$ cat config.mk
export PLATFORM = sky130hd
export DESIGN_NAME = spi_flash_cmd_sched
export DESIGN_NICKNAME = d
export VERILOG_FILES = /design/src/rtl/spi_flash_cmd_sched.sv
export SDC_FILE = /design/constraint.sdc
export NUM_CORES = 1
export LEC_CHECK = 0
export ABC_AREA = 1
export CAP_MARGIN = 10
export CELL_PAD_IN_SITES_DETAIL_PLACEMENT = 1
export CELL_PAD_IN_SITES_GLOBAL_PLACEMENT = 1
export CORE_MARGIN = 2
export CORE_UTILIZATION = 30
export CTS_BUF_LIST = sky130_fd_sc_hd__clkbuf_4
export CTS_CLUSTER_SIZE = 25
export DETAILED_ROUTE_END_ITERATION = 8
export PLACE_DENSITY = 0.73
export SYNTH_ARGS = -nofsm -noshare
export SYNTH_HDL_FRONTEND = slang
export SYNTH_SLANG_ARGS = --single-unit
$ cat constraint.sdc
create_clock -name clk -period 5.5 [get_ports clk]
set_input_delay 0.55 -clock clk [delete_from_list [all_inputs] [get_ports clk]]
set_output_delay 0.55 -clock clk [all_outputs]
set_load 0.005 [all_outputs]
$ cat src/rtl/spi_flash_cmd_sched.sv
// Two-requester SPI flash command scheduler: round-robin grant, then one mode-0
// transaction per grant (CS setup, TX bytes, read bytes, CS hold, inter-command gap).
module spi_flash_cmd_sched #(
    parameter int unsigned DIV     = 2,
    parameter int unsigned CS_IDLE = 4
) (
    input  logic        clk,
    input  logic        rst,
    input  logic        a_valid,
    output logic        a_ready,
    input  logic [31:0] a_tx,
    input  logic [2:0]  a_tx_len,
    input  logic [2:0]  a_rd_len,
    output logic        a_resp_vld,
    output logic [31:0] a_resp,
    input  logic        b_valid,
    output logic        b_ready,
    input  logic [31:0] b_tx,
    input  logic [2:0]  b_tx_len,
    input  logic [2:0]  b_rd_len,
    output logic        b_resp_vld,
    output logic [31:0] b_resp,
    output logic        busy,
    output logic        spi_cs_n,
    output logic        spi_clk,
    output logic        spi_mosi,
    input  logic        spi_miso
);

    localparam int unsigned DIV_W = $clog2(DIV + 1);
    localparam int unsigned GAP_W = $clog2(CS_IDLE + 1);

    typedef enum logic [2:0] {
        S_IDLE, S_GRANT, S_DONE, S_SETUP, S_SHIFT, S_HOLD, S_GAP
    } state_t;

    state_t            state, state_nxt;
    logic              owner, owner_nxt;           // 0 = A, 1 = B
    logic              last_grant, last_grant_nxt;
    logic              is_null, is_null_nxt;
    logic [31:0]       tx_sh, tx_sh_nxt;
    logic [31:0]       rx, rx_nxt;
    logic [5:0]        nbits_m1, nbits_m1_nxt;
    logic [5:0]        txbits, txbits_nxt;
    logic [5:0]        bit_cnt, bit_cnt_nxt;
    logic [DIV_W-1:0]  div_cnt, div_cnt_nxt;
    logic [GAP_W-1:0]  gap_cnt, gap_cnt_nxt;

    logic              a_ready_nxt, b_ready_nxt, a_resp_vld_nxt, b_resp_vld_nxt;
    logic [31:0]       a_resp_nxt, b_resp_nxt;
    logic              busy_nxt, cs_n_nxt, sck_nxt, mosi_nxt;

    logic              pick_a, pick_b;
    logic [31:0]       sel_tx;
    logic [2:0]        sel_txl, sel_rdl;
    logic [3:0]        sel_bytes;
    logic [6:0]        sel_nbits;

    function automatic logic [2:0] clamp4(input logic [2:0] n);
        return (n > 3'd4) ? 3'd4 : n;
    endfunction

    // Keep only the TX bytes actually sent so read-phase MOSI shifts out zeros.
    function automatic logic [31:0] tx_mask(input logic [2:0] n);
        case (n)
            3'd1:    return 32'hFF00_0000;
            3'd2:    return 32'hFFFF_0000;
            3'd3:    return 32'hFFFF_FF00;
            3'd4:    return 32'hFFFF_FFFF;
            default: return 32'h0000_0000;
        endcase
    endfunction

    always_ff @(posedge clk or posedge rst) begin
        if (rst) begin
            state      <= S_IDLE;
            owner      <= 1'b0;
            last_grant <= 1'b1;
            is_null    <= 1'b0;
            tx_sh      <= '0;
            rx         <= '0;
            nbits_m1   <= '0;
            txbits     <= '0;
            bit_cnt    <= '0;
            div_cnt    <= '0;
            gap_cnt    <= '0;
            a_ready    <= 1'b0;
            b_ready    <= 1'b0;
            a_resp_vld <= 1'b0;
            b_resp_vld <= 1'b0;
            a_resp     <= '0;
            b_resp     <= '0;
            busy       <= 1'b0;
            spi_cs_n   <= 1'b1;
            spi_clk    <= 1'b0;
            spi_mosi   <= 1'b0;
        end else begin
            state      <= state_nxt;
            owner      <= owner_nxt;
            last_grant <= last_grant_nxt;
            is_null    <= is_null_nxt;
            tx_sh      <= tx_sh_nxt;
            rx         <= rx_nxt;
            nbits_m1   <= nbits_m1_nxt;
            txbits     <= txbits_nxt;
            bit_cnt    <= bit_cnt_nxt;
            div_cnt    <= div_cnt_nxt;
            gap_cnt    <= gap_cnt_nxt;
            a_ready    <= a_ready_nxt;
            b_ready    <= b_ready_nxt;
            a_resp_vld <= a_resp_vld_nxt;
            b_resp_vld <= b_resp_vld_nxt;
            a_resp     <= a_resp_nxt;
            b_resp     <= b_resp_nxt;
            busy       <= busy_nxt;
            spi_cs_n   <= cs_n_nxt;
            spi_clk    <= sck_nxt;
            spi_mosi   <= mosi_nxt;
        end
    end

    // Round-robin pick: on a tie the requester not granted last wins.
    always_comb begin
        pick_a    = a_valid && (!b_valid || last_grant);
        pick_b    = b_valid && !pick_a;
        sel_tx    = pick_b ? b_tx : a_tx;
        sel_txl   = clamp4(pick_b ? b_tx_len : a_tx_len);
        sel_rdl   = clamp4(pick_b ? b_rd_len : a_rd_len);
        sel_bytes = 4'(sel_txl) + 4'(sel_rdl);
        sel_nbits = {sel_bytes, 3'b000} - 7'd1;
    end

    always_comb begin
        state_nxt      = state;
        owner_nxt      = owner;
        last_grant_nxt = last_grant;
        is_null_nxt    = is_null;
        tx_sh_nxt      = tx_sh;
        rx_nxt         = rx;
        nbits_m1_nxt   = nbits_m1;
        txbits_nxt     = txbits;
        bit_cnt_nxt    = bit_cnt;
        div_cnt_nxt    = div_cnt;
        gap_cnt_nxt    = gap_cnt;
        a_ready_nxt    = 1'b0;
        b_ready_nxt    = 1'b0;
        a_resp_vld_nxt = 1'b0;
        b_resp_vld_nxt = 1'b0;
        a_resp_nxt     = a_resp;
        b_resp_nxt     = b_resp;
        busy_nxt       = busy;
        cs_n_nxt       = spi_cs_n;
        sck_nxt        = spi_clk;
        mosi_nxt       = spi_mosi;

        case (state)
            S_IDLE: begin
                if (pick_a || pick_b) begin
                    owner_nxt      = pick_b;
                    last_grant_nxt = pick_b;
                    a_ready_nxt    = pick_a;
                    b_ready_nxt    = pick_b;
                    is_null_nxt    = (sel_txl == 3'd0);
                    tx_sh_nxt      = sel_tx & tx_mask(sel_txl);
                    txbits_nxt     = {sel_txl, 3'b000};
                    nbits_m1_nxt   = sel_nbits[5:0];
                    state_nxt      = S_GRANT;
                end
            end
            S_GRANT: begin
                busy_nxt = 1'b1;
                if (is_null) begin
                    a_resp_vld_nxt = !owner;
                    b_resp_vld_nxt = owner;
                    if (owner) b_resp_nxt = '0;
                    else       a_resp_nxt = '0;
                    state_nxt = S_DONE;
                end else begin
                    cs_n_nxt    = 1'b0;
                    sck_nxt     = 1'b0;
                    mosi_nxt    = tx_sh[31];
                    div_cnt_nxt = '0;
                    bit_cnt_nxt = '0;
                    rx_nxt      = '0;
                    state_nxt   = S_SETUP;
                end
            end
            S_DONE: begin
                busy_nxt  = 1'b0;
                state_nxt = S_IDLE;
            end
            S_SETUP, S_SHIFT: begin
                if (div_cnt == DIV_W'(DIV - 1)) begin
                    div_cnt_nxt = '0;
                    if (state == S_SHIFT && spi_clk) begin
                        sck_nxt = 1'b0;
                        if (bit_cnt == nbits_m1) begin
                            mosi_nxt  = 1'b0;
                            state_nxt = S_HOLD;
                        end else begin
                            bit_cnt_nxt = bit_cnt + 6'd1;
                            mosi_nxt    = tx_sh[30];
                            tx_sh_nxt   = {tx_sh[30:0], 1'b0};
                        end
                    end else begin
                        // Rising edge: capture MISO only for read-phase bits.
                        sck_nxt   = 1'b1;
                        state_nxt = S_SHIFT;
                        if (bit_cnt >= txbits) rx_nxt = {rx[30:0], spi_miso};
                    end
                end else begin
                    div_cnt_nxt = div_cnt + DIV_W'(1);
                end
            end
            S_HOLD: begin
                if (div_cnt == DIV_W'(DIV - 1)) begin
                    div_cnt_nxt    = '0;
                    cs_n_nxt       = 1'b1;
                    gap_cnt_nxt    = '0;
                    a_resp_vld_nxt = !owner;
                    b_resp_vld_nxt = owner;
                    if (owner) b_resp_nxt = rx;
                    else       a_resp_nxt = rx;
                    state_nxt = S_GAP;
                end else begin
                    div_cnt_nxt = div_cnt + DIV_W'(1);
                end
            end
            S_GAP: begin
                if (gap_cnt == GAP_W'(CS_IDLE - 1)) begin
                    busy_nxt  = 1'b0;
                    state_nxt = S_IDLE;
                end else begin
                    gap_cnt_nxt = gap_cnt + GAP_W'(1);
                end
            end
            default: state_nxt = S_IDLE;
        endcase
    end

endmodule

==> results of run 1 <==
-- worst max path at each step --
stage / start / endpoint
3_5_place_dp: a_valid / nbits_m1[5]
5_1_grt: last_grant / nbits_m1[5]
4_1_cts: last_grant / nbits_m1[5]
6_report: last_grant / nbits_m1[5]
2_1_floorplan: rst / a_ready
3_3_place_gp: a_valid / nbits_m1[5]
-- per-layer routing --
layer,track usage,part of all wire,up-vias
met1,0.220,0.50,3466
li1,-,-,3715
met4,0.0405,0.011,0
met3,0.0266,0.036,18
met5,0,0,-
met2,0.269,0.46,149
-- state kept, by name, summed over array words and instances, names as in the netlist, 2 cells and up --
name / flops
tx_sh: 32
bit_cnt: 6
rx: 32
b_resp: 32
div_cnt: 2
a_resp: 32
gap_cnt: 3
txbits: 3
state: 3
nbits_m1: 4
-- power breakdown --
| group | switching, mW | internal [mW] |
|---|---|---|
| sequential | 0.132 | 1.37 |
| combinational | 1.14 | 0.479 |
| clock | 0.459 | 0.229 |
| total | 1.73 | 2.08 |
-- placed cells by master, fill, tap and decap left out, types with 7 or more instances in the layout --
| cell type | netlist | layout |
|---|---|---|
| ha_1 | 9 | 9 |
| nor2_1 | 111 | 111 |
| o21ai_1 | 23 | 23 |
| buf_4 | 3 | 9 |
| nand2_1 | 450 | 450 |
| clkbuf_4 | 0 | 17 |
| dfrtp_1 | 158 | 158 |
| nand3_1 | 41 | 41 |
| nor3b_1 | 7 | 7 |
| o21ai_0 | 96 | 96 |
| inv_1 | 151 | 150 |
| clkdlybuf4s50_1 | 0 | 152 |
-- stage by stage --
step	std cells	area, um^2	util	total power, mW
6_report	1625	10300	0.382	3.80
5_1_grt	1625	10300	0.382	4.16
4_1_cts	1624	10300	0.381	3.86
3_5_place_dp	1592	10000	0.371	3.16
3_3_place_gp	1592	10000	0.371	3.12
2_1_floorplan	1145	8220	-	2.67
-- final cells by class --
type	count	area, um^2	share of cell area
multi-input cells	776	3410	0.331
well taps	341	427	0.0414
flip-flops and latches	160	4010	0.389
repair buffers	162	1620	0.157
clock inverters	15	133	0.0129
clock buffers	17	128	0.0124
inverters	154	583	0.0566
-- worst max-delay path, cell delays in order, from the launching register on --
cell,delay (ns)
dfstp_2,0.61
a21o_1,0.61
nand2_1,0.16
nand3_1,0.15
inv_1,0.05
ha_1,0.20
fa_1,0.48
inv_1,0.04
ha_1,0.18
xnor2_1,0.18
nand3b_1,0.16
nand3_1,0.09
nand3_1,0.09
nand2_1,0.05
-- logic make-up (layout without fill, tap and decap cells) --
kind of cell,after synthesis,count (layout),synth area share
flops,160,160,0.487
simple gates,630,630,0.306
mux,2,2,0.00244
xor+xnor,6,6,0.00639
compound gates,128,128,0.0796
buf+inv,209,348,0.102
fa+ha+maj,10,10,0.0161
==> reports/metrics.yaml, run 1 <==
status: "completed"
wl_per_cell_um: 13.5
synth.top_cell.area_share: 0.481
vdd_drop_max_uv: 242
p_leak_nw: 4.96
slew_violations: 0
netlist_top_cells_count: "nand2_1, dfrtp_1, inv_1"
remaining_drc_errors: 0
worstPathArrival_ns: 3.63
synth-edff-count: 0
drt_pass1_iterations: 4
tns_ns: 0
root_buffer: "clkbuf_4"
fmax_mhz: 319
antenna_found_initial: 0
dieHeight_um: 170
grt_pass1_wl_um: 38000
numPortBuffers: 152
die_width_um: 170
hp-class: "input port to async pin"
seq_area_frac_synth: 0.487
endpoint_kind: "flop"
pin_count: 153
critPathLaunchType: "flop"
reg2reg_from: "last_grant"
tightestPinTransition_ns: 1.09
path_max_fanout: 21
postCtsSetupBuffers: 0
clk_path_buf_depth: 2
hold_slack_ns: 0.477
cts_inserted_buffers: 17
ant_nets: 0
setup_viol: 0
synthTopCellsByArea: "dfrtp_1, nand2_1, inv_1, o21ai_0, nor2_1"
period_share: 0.569
first_iter_violations: 466
nets: 1362
core_um2: 27000
start_util: 0.305
ys.flop_type: "dfrtp_1"
place.gp.congestion: 0.782
cts_hold_buf: 0
grt_pass1_vias: 7678
grt_overflow: 0
track_usage: 0.162
via_per_inst: 4.52
post_cts_resized: 0
drive_above_1_share: 0.0483
area_growth_pct: 25.3
ys_warn_count: 0
dieArea_um2: 28700
ys_types: 32
cts_tree: "yes"
avgSynthCellArea_um2: 7.18
required_ns: 5.99
rr_worst_depth: 13
routed_wl_um: 22000
cts.sinks: 160
synthArstFlopShare: 1.00
worstSetupPathType: "flop to flop"
maxSlewHeadroom: 0.268
reg2reg_slack_ns: 2.37
place_hpwl_um: 15400
hold_violations: 0
clock_latency_ns: 0.58
ys_ff_latch: 160
layout_min_cycle_time_ns: 3.13
pre_cts_slack_ns: 1.79
htreeDepth: 4
vias: 7348
cap_violations: 0
synth_most_common_cell: "nand2_1"
fin_ws_ns: 2.37
r2r-end: "nbits_m1[5]"
cts.reportedPaths.clkPinSlew_ns: 0.15
synth_nets: 1236
grt_setup_unrepaired: "no"
power.density_nw_per_um2: 369
synth_top_cell_by_area: "dfrtp_1"
num_rows: 60
skew_ns: 0.0264
synth_cells: 1145
diodes: 0
grt_max_degree: 84
fill_cells: 3336
synthesis.area_um2: 8220
Power figures use the tool's default switching activity.
==> inputs of run 2 (changes only) <==
--- a/config.mk
+++ b/config.mk
@@ -14,7 +14,7 @@
 export CTS_BUF_LIST = sky130_fd_sc_hd__clkbuf_4
 export CTS_CLUSTER_SIZE = 25
 export DETAILED_ROUTE_END_ITERATION = 8
-export PLACE_DENSITY = 0.73
+export PLACE_DENSITY = 0.76
 export SYNTH_ARGS = -nofsm -noshare
 export SYNTH_HDL_FRONTEND = slang
 export SYNTH_SLANG_ARGS = --single-unit
==> constraint.sdc (replaced) <==
create_clock -name clk -period 2.64 [get_ports clk]
set_input_delay 0.264 -clock clk [delete_from_list [all_inputs] [get_ports clk]]
set_output_delay 0.264 -clock clk [all_outputs]
set_load 0.005 [all_outputs]
==> run 2 against run 1 <==
Combinational power grew 130%. Cell area rose by 3.7%. Via count is 2.7% higher. Worst setup slack lost 2.3 ns. Largest cell class unchanged. Largest power group unchanged.
==> reports/metrics.yaml, run 2 (synthesized netlist as in run 1, its figures left out) <==
status: "completed"
place_hpwl_um: 16100
num_rows: 60
skew_ns: 0.0277
stdcell_count: 1649
vdd_drop_max_uv: 480
fill_cells: 3348
fmax_mhz: 390
required_ns: 3.10
layout_common_cells: "nand2_1, dfrtp_1, clkdlybuf4s50_1"
hp-class: "input port to async pin"
p_leak_nw: 5.10
via_per_inst: 4.58
slew_violations: 0
wl_per_cell_um: 14.0
pin_count: 153
clk_path_buf_depth: 2
drive_above_1_share: 0.0803
worstPathArrival_ns: 3.02
diodes: 0
numPortBuffers: 152
remaining_drc_errors: 0
htreeDepth: 4
power_switching_mw: 3.72
tns_ns: 0
final_common_cell: "nand2_1"
critPathLaunchType: "flop"
fin_ws_ns: 0.0760
cts.reportedPaths.clkPinSlew_ns: 0.16
clock_latency_ns: 0.57
drt_pass1_iterations: 4
antenna_found_initial: 0
crit_buf_inv: 2
path_max_fanout: 5
grt_pass1_vias: 7798
cts.sinks: 160
grt_overflow: 0
p_int_mw: 4.57
grt_setup_unrepaired: "yes"
place.gp.congestion: 0.814
power_frac_seq: 0.378
routed_wl_um: 23100
core_um2: 27000
track_usage: 0.167
period_share: 0.971
comb_power_share: 0.444
vias: 7548
grt_max_degree: 66
p_clk_frac: 0.178
worstSetupPathType: "flop to flop"
hold_violations: 0
cp_slowest_stage_delay_ns: 0.64
pre_cts_slack_ns: -0.351
maxSlewHeadroom: 0.520
total_power_mw: 8.29
sw_frac_of_total: 0.449
dieHeight_um: 170
start_util: 0.305
nets: 1387
cts_tree: "yes"
layout_min_cycle_time_ns: 2.56
tightestPinTransition_ns: 0.719
grt_pass1_wl_um: 39000
cts_inserted_buffers: 17
numPlacedInstances: 1613
first_iter_violations: 402
setup_viol: 0
power.density_nw_per_um2: 777
crit_slowest_cell: "dfstp_2"
area_growth_pct: 29.9
root_buffer: "clkbuf_4"
die_width_um: 170
crit_chain: "a21oi_4, o21ai_2, inv_2, nor2_2, ha_4, fa_1, inv_1, ha_2, xnor2_2, nand3b_1, nand3_1, nand3_2, nand2_1"
endpoint_kind: "flop"
cap_violations: 0
ant_nets: 0
crit_family: "adder cells"
dieArea_um2: 28700
-- run 2: cell types whose count changed in the layout (fill, tap and decap cells not counted), sizes merged --
cell | previous run | this run
clkinv | 9 | 2
a21oi | 6 | 7
clkinvlp | 0 | 6
buf | 10 | 34
-- run 2: final timing paths --
path	slack (ns)	end	startpoint	depth (start not counted)
hold / removal	0.15	b_resp[7]	rst	2
hold reg to reg	0.49	tx_sh[31]	tx_sh[31]	2
setup reg to reg	0.08	nbits_m1[5]	last_grant	13
setup / recovery	0.08	nbits_m1[5]	last_grant	13
max in group asynchronous	1.82	last_grant	rst	3
min in group clk	0.39	rx[0]	spi_miso	5
-- run 2: routing by layer --
metal  routed length (um)  GRT usage  vias up  part of all wire
met1                11200      0.225     3600              0.49
met5                    0          0        -                 0
li1                     -          -     3764                 -
met2                10800      0.276      164              0.47
met3                  852     0.0345       20             0.037
met4                  238     0.0383        0             0.010
-- run 2: repair_timing --
item,in CTS,in global routing
hold endpoints to repair,0,0
setup endpoints to repair,0,1
resized for setup,0,22
buffers inserted,0,4
hold buffers,0,0
-- run 2: final cells by class --
class | instances | area, um^2 | area share
clock buffers | 17 | 128 | 0.0120
clock inverters | 14 | 150 | 0.0141
inverters | 154 | 582 | 0.0545
multi-input cells | 777 | 3490 | 0.327
flip-flops and latches | 160 | 4010 | 0.375
well taps | 341 | 427 | 0.0400
repair buffers | 186 | 1900 | 0.178
-- run 2: worst register-to-register path: stages (launching register included) --
cell and delay (ns):
dfstp_2 0.64, a21oi_4 0.13, o21ai_2 0.21, inv_2 0.08, nor2_2 0.15, ha_4 0.14
fa_1 0.39, inv_1 0.07, ha_2 0.18, xnor2_2 0.12, nand3b_1 0.14, nand3_1 0.10
nand3_2 0.07, nand2_1 0.05
-- run 2: power groups by stage --
stage	registers [mW]	logic [mW]	clock network (mW)
floorplan	3.08	2.49	0
global placement	3.15	3.59	0
detailed placement	3.17	3.68	0
global route	3.19	4.22	1.65
finish	3.14	3.68	1.48
CTS	3.13	3.69	1.54
-- run 2: metrics by stage --
step	utilization	hold WS (ns)	instance area, um^2
after floorplan	-	0.442	8230
after global placement	0.381	0.459	10300
final	0.396	0.148	10700
after CTS	0.392	0.112	10600
after detailed placement	0.381	0.465	10300
after global routing	0.396	0.120	10700
